==> config.mk <==
export PLATFORM = sky130hd
export DESIGN_NAME = box_motion_ctrl
export DESIGN_NICKNAME = d
export VERILOG_FILES = /design/src/rtl/box_motion_ctrl.sv
export SDC_FILE = /design/constraint.sdc
export NUM_CORES = 1
export LEC_CHECK = 0
export ABC_CLOCK_PERIOD_IN_PS = 10400
export BUFFER_PORTS_ARGS = -buffer_cell sky130_fd_sc_hd__buf_2
export CAP_MARGIN = 5
export CORE_AREA = 5 5 83 85
export DETAILED_ROUTE_END_ITERATION = 7
export DIE_AREA = 0 0 88 90
export GPL_TIMING_DRIVEN = 0
export HOLD_SLACK_MARGIN = 0.08
export PLACE_DENSITY_LB_ADDON = 0.15
export SLEW_MARGIN = 20
export SYNTH_ARGS = -nofsm -noshare
export SYNTH_HDL_FRONTEND = slang
export SYNTH_SLANG_ARGS = --single-unit
==> constraint.sdc <==
create_clock -name clk -period 10.4 [get_ports clk]
set_clock_uncertainty 0.15 [all_clocks]
set_input_delay 0.52 -clock clk [delete_from_list [all_inputs] [get_ports clk]]
set_output_delay 0.52 -clock clk [all_outputs]
set_load 0.05 [all_outputs]
==> src/rtl/box_motion_ctrl.sv <==
// Player box vertical motion: gravity/jump physics once per frame, erase+draw requests to painter.
// Latency: draw request 1 cycle after reset; per frame erase issued 2 cycles after tick, draw 4+busy cycles later.
// Backpressure: painter busy flag stalls the FSM in WAIT_E/WAIT_D; at most one frame tick is held pending.
module box_motion_ctrl #(
    parameter int FRAME_DIV = 833333,
    parameter int Y_MIN     = 0,
    parameter int Y_MAX     = 112,
    parameter int JUMP_VEL  = 6,
    parameter int GRAVITY   = 1,
    parameter int MAX_FALL  = 7
) (
    input  logic       clk,
    input  logic       reset,
    input  logic       jump,
    input  logic       drawing,
    output logic       draw_box,
    output logic       erase,
    output logic [6:0] box_y,
    output logic       frame_tick,
    output logic       overrun
);

    localparam int DIV_W = (FRAME_DIV > 1) ? $clog2(FRAME_DIV) : 1;

    localparam logic [DIV_W-1:0] DIV_LAST = DIV_W'(FRAME_DIV - 1);
    localparam logic [6:0]        Y_MAX7   = 7'(Y_MAX);
    localparam logic [6:0]        Y_MIN7   = 7'(Y_MIN);
    localparam logic signed [7:0] S_YMAX   = 8'(Y_MAX);
    localparam logic signed [7:0] S_YMIN   = 8'(Y_MIN);
    localparam logic signed [5:0] V_JUMP   = 6'(-JUMP_VEL);
    localparam logic signed [6:0] V_GRAV   = 7'(GRAVITY);
    localparam logic signed [6:0] V_MAXF   = 7'(MAX_FALL);

    localparam logic [2:0] S_IDLE   = 3'd0;
    localparam logic [2:0] S_ERASE  = 3'd1;
    localparam logic [2:0] S_HOLD_E = 3'd2;
    localparam logic [2:0] S_WAIT_E = 3'd3;
    localparam logic [2:0] S_UPDATE = 3'd4;
    localparam logic [2:0] S_DRAW   = 3'd5;
    localparam logic [2:0] S_HOLD_D = 3'd6;
    localparam logic [2:0] S_WAIT_D = 3'd7;

    logic [DIV_W-1:0]  div_q, div_d;
    logic [2:0]        state_q, state_d;
    logic [6:0]        y_q, y_d;
    logic signed [5:0] vel_q, vel_d;
    logic [6:0]        box_y_q, box_y_d;
    logic              overrun_q, overrun_d;
    logic              tick_pend_q, tick_pend_d;
    logic              jump_pend_q, jump_pend_d;
    logic              jump_prev_q;

    logic              tick_w;
    logic signed [5:0] v_sel;
    logic signed [7:0] s_sum;
    logic signed [6:0] v_inc;
    logic [6:0]        y_upd;
    logic signed [5:0] vel_upd;

    // Frame divider wraps at FRAME_DIV-1; the wrap cycle is the frame tick.
    assign tick_w = (div_q == DIV_LAST);
    assign div_d  = tick_w ? '0 : div_q + 1'b1;

    // Outputs are forced low while reset is held so no request leaks during reset.
    assign draw_box   = ~reset & ((state_q == S_ERASE) | (state_q == S_DRAW));
    assign erase      = ~reset & (state_q == S_ERASE);
    assign frame_tick = ~reset & tick_w;
    assign box_y      = box_y_q;
    assign overrun    = overrun_q;

    // Tick/jump bookkeeping: a new tick or jump edge wins over a same-cycle clear.
    always_comb begin
        tick_pend_d = tick_pend_q;
        overrun_d   = overrun_q | (tick_w & tick_pend_q);
        jump_pend_d = jump_pend_q;
        if ((state_q == S_IDLE) && tick_pend_q) begin
            tick_pend_d = 1'b0;
        end
        if (tick_w) begin
            tick_pend_d = 1'b1;
        end
        if (state_q == S_UPDATE) begin
            jump_pend_d = 1'b0;
        end
        if (jump && !jump_prev_q) begin
            jump_pend_d = 1'b1;
        end
    end

    // Physics step: jump only from the ground, sum at 8-bit signed so it cannot wrap, clamp to [Y_MIN, Y_MAX].
    always_comb begin
        v_sel   = (jump_pend_q && (y_q == Y_MAX7)) ? V_JUMP : vel_q;
        s_sum   = $signed({1'b0, y_q}) + $signed({{2{v_sel[5]}}, v_sel});
        v_inc   = $signed({v_sel[5], v_sel}) + V_GRAV;
        y_upd   = s_sum[6:0];
        vel_upd = (v_inc > V_MAXF) ? V_MAXF[5:0] : v_inc[5:0];
        if (s_sum >= S_YMAX) begin
            y_upd   = Y_MAX7;
            vel_upd = '0;
        end else if (s_sum <= S_YMIN) begin
            y_upd   = Y_MIN7;
            vel_upd = '0;
        end
    end

    // Request sequencer: erase old box, wait for painter, update physics, draw new box, wait again.
    always_comb begin
        state_d = state_q;
        y_d     = y_q;
        vel_d   = vel_q;
        box_y_d = box_y_q;
        case (state_q)
            S_IDLE: begin
                if (tick_pend_q) begin
                    state_d = S_ERASE;
                    box_y_d = y_q;
                end
            end
            S_ERASE:  state_d = S_HOLD_E;
            S_HOLD_E: state_d = S_WAIT_E;
            S_WAIT_E: if (!drawing) state_d = S_UPDATE;
            S_UPDATE: begin
                state_d = S_DRAW;
                y_d     = y_upd;
                vel_d   = vel_upd;
                box_y_d = y_upd;
            end
            S_DRAW:   state_d = S_HOLD_D;
            S_HOLD_D: state_d = S_WAIT_D;
            S_WAIT_D: if (!drawing) state_d = S_IDLE;
            default:  state_d = S_IDLE;
        endcase
    end

    // State registers; reset restarts with a fresh draw of the box on the ground.
    always_ff @(posedge clk) begin
        if (reset) begin
            div_q       <= '0;
            state_q     <= S_DRAW;
            y_q         <= Y_MAX7;
            vel_q       <= '0;
            box_y_q     <= Y_MAX7;
            overrun_q   <= 1'b0;
            tick_pend_q <= 1'b0;
            jump_pend_q <= 1'b0;
            jump_prev_q <= 1'b0;
        end else begin
            div_q       <= div_d;
            state_q     <= state_d;
            y_q         <= y_d;
            vel_q       <= vel_d;
            box_y_q     <= box_y_d;
            overrun_q   <= overrun_d;
            tick_pend_q <= tick_pend_d;
            jump_pend_q <= jump_pend_d;
            jump_prev_q <= jump;
        end
    end

endmodule

==> qor.csv <==
stage,metric,value,unit
timing,fin_setup_tns,0,ns
global_route,grt_max_degree,15,
drt,vias,2175,
clock_tree,cts_buffers,5,
global_route,overflow,0,
final_layout,final_core_util,48.01,%
global_route,antenna_found_initial,0,
final_layout,nets,354,
timing,final.period_utilization,36.58,%
logic_synthesis,synth.distinct_cells,54,
timing,layout_min_cycle_time,3.804,ns
floorplan,die_h,90,um
floorplan,die_w,88,um
power_and_ir_drop,clock_power_share,20.9,%
drt,final_antenna_net_count,0,
final_layout,final_common_cell,dfxtp_1,
floorplan,rows,29,
logic_synthesis,netlist.area_leader.share,35.57,%
clock_tree,h-tree-depth,2,
worst_setup_path,cp.buffers_inverters,2,
drt,wl,5.547,mm
logic_synthesis,synthArstFlopShare,0,%
timing,worst_slew_pin_slew,0.4858,ns
clock_tree,holdBufCountCts,0,
logic_synthesis,synth-seq-cells,47,
drt,via_per_inst,5.292,
power_and_ir_drop,powerDensity,254.2,mW/mm2
power_and_ir_drop,p_int,0.4411,mW
power_and_ir_drop,finalPower,0.7485,mW
global_route,grt_usage,15.04,%
logic_synthesis,synth-adder-area-share,8.325,%
floorplan,start_util,43.13,%
timing,setup_viol,0,
final_layout,final_cell_mix,"47 x dfxtp_1, 37 x nor2_1, 24 x nand2_1, 17 x a21oi_1",
floorplan,num_io_pins,15,
placed_design,io_buffers,14,
placed_design,dp_hpwl,4.197,mm
timing,slew_headroom,67.27,%
drt,initialDrtViolationCount,70,
logic_synthesis,synth_ff_type,dfxtp_1,
floorplan,dieArea,0.007920,mm2
clock_tree,cts.clk_slew.worst_paths,0.09,ns
clock_tree,ctsLongestPathBuffers,2,
power_and_ir_drop,p_leak,1.168,nW
logic_synthesis,yosys_warnings,0,
logic_synthesis,synth_area_leaders,"dfxtp_1 36%, ha_1 7.6%, nor2_1 5.3%",
clock_tree,cts_sinks,47,
placed_design,gp_routability_congestion,0.8234,
drt,post-route-drc-count,0,
clock_tree,worstSkewPairLatency,0.30,ns
worst_setup_path,path_max_fanout,10,
power_and_ir_drop,worst_ir_drop_vdd,0.1586,mV
worst_setup_path,cp-start-kind,flop,
worst_setup_path,path_class,flop to flop,
worst_setup_path,cp_slowest_cell,or4_4,
run,max_cap_violations,0,
worst_setup_path,crit_path_end_kind,flop,
timing,hold_violations,0,
min_path,hold_class,input port to flop,
clock_tree,clock-root-buffer,clkbuf_8,
drt,wl_per_cell,13.50,um
logic_synthesis,synth_nets,333,
logic_synthesis,synth_top_family_by_area,simple AND/OR/NAND/NOR gates,
worst_setup_path,path_cells,"or4_4, nor2_1, or2_2, inv_1, fa_1, nand2b_1, a2111oi_2, a211oi_1, or3_1, buf_6, a32oi_1, a21oi_1",
power_and_ir_drop,swShare,41.07,%
power_and_ir_drop,switching_power,0.3074,mW
logic_synthesis,synth_edf_count,0,
logic_synthesis,syn_inst,312,
logic_synthesis,synth_compound_area_share,17.64,%
global_route,grt_pass1_wl,9.763,mm
floorplan,core-area,0.006132,mm2
power_and_ir_drop,p_comb_share,48.9,%
clock_tree,cts_tree,yes,
timing,fmax,0.2629,GHz
power_and_ir_drop,pwr-share-seq,30.2,%
global_route,grt_pass1_vias,2148,
logic_synthesis,synth_top_cell_by_area,dfxtp_1,
worst_setup_path,max_stage_delay,0.54,ns
final_layout,drive_gt1_share,11.98,%
timing,finalMaxSlewViolations,0,
logic_synthesis,synth_xor_area_share,8.940,%
worst_setup_path,worstPathArrival,3.83,ns
logic_synthesis,synth_area,0.002645,mm2
logic_synthesis,avgSynthCellArea,8.478,um2
clock_tree,ctsResizeCount,0,
logic_synthesis,synth_mux_area_share,0.3784,%
status,status,"finished, final reports clean",
logic_synthesis,seq_area_frac_synth,35.57,%
clock_tree,postCtsSetupRepairBufs,0,
logic_synthesis,synthSimpleGateAreaFrac,24.50,%
worst_setup_path,critical_path.top_delay_family,simple AND/OR/NAND/NOR gates,
timing,grt_setup_unrepaired,false,
final_layout,n_antenna_cell,0,
worst_setup_path,worstPathRequired,10.42,ns
final_layout,areaGrowthSynthToFinish,11.31,%
drt,drt_pass1_iterations,4,
==> cells by family (layout without fill, tap and decap cells) <==
kind of cell             after synthesis  count (layout)
AO/OA/AOI/OAI                         66              66
adder cells (fa/ha/maj)               17              17
multiplexers                           1               1
buffers and inverters                 28              50
flip-flops                            47              47
AND/OR/NAND/NOR                      126             126
XOR/XNOR                              27              27
==> area by class of cell <==
type	count	area [um2]
inverters	16	60.06
repair buffers	14	70.07
multi-input cells	237	1582
fillers	578	3188
clock inverters	2	60.06
clock buffers	6	72.57
flip-flops and latches	47	940.9
well taps	77	96.34
plain buffers	12	62.56
==> metal layers <==
metal	GRT usage (%)	routed length, um
met5	0	0
met4	4.220	89
met3	3.108	121
met2	24.50	2562
met1	19.89	2774
==> power by group through the flow <==
| stage | logic (mW) | registers, mW | clock network (mW) |
|---|---|---|---|
| floorplan | 0.269 | 0.253 | 0 |
| global placement | 0.358 | 0.230 | 0 |
| detailed placement | 0.364 | 0.231 | 0 |
| CTS | 0.367 | 0.227 | 0.159 |
| global route | 0.410 | 0.231 | 0.167 |
| finish | 0.366 | 0.226 | 0.156 |
==> registers in the layout, indices dropped and copies added, names as in the netlist <==
signal and cells:
div_q 20, jump_pend_q 1, y_q 7, jump_prev_q 1
state_q 3, box_y 7, vel_q 6, tick_pend_q 1
overrun 1
==> path summary, 6_finish.rpt <==
kind / cells after the start / end / slack, ns / start
max: 12 / box_y[0] / 6.60 / y_q[1]
min: 2 / jump_prev_q / 0.27 / reset
max reg2reg: 12 / box_y[0] / 6.60 / y_q[1]
min reg2reg: 2 / box_y[6] / 0.33 / box_y[6]
==> synth_stat cells (3+ instances only) <==
master,count
dfxtp_1,47
nor2_1,37
nand2_1,24
a21oi_1,17
ha_1,16
inv_1,16
o21ai_0,15
xor2_1,15
nand3_1,13
xnor2_1,12
nand4_1,10
clkbuf_1,8
nor3_1,7
and3_1,5
nand2b_1,5
or2_2,5
nor2b_1,4
a21o_1,3
a221o_1,3
nor3b_1,3
==> stage by stage <==
step,cells,instance area (um2),hold WS [ns],setup WS [ns]
finish,411,2944,0.2653,6.596
global route,411,2944,0.2652,6.353
CTS,411,2944,0.2590,6.575
detailed placement,403,2811,0.3103,6.597
global placement,403,2811,0.2966,6.634
floorplan,312,2645,0.2795,6.983
Power figures use the tool's default switching activity.
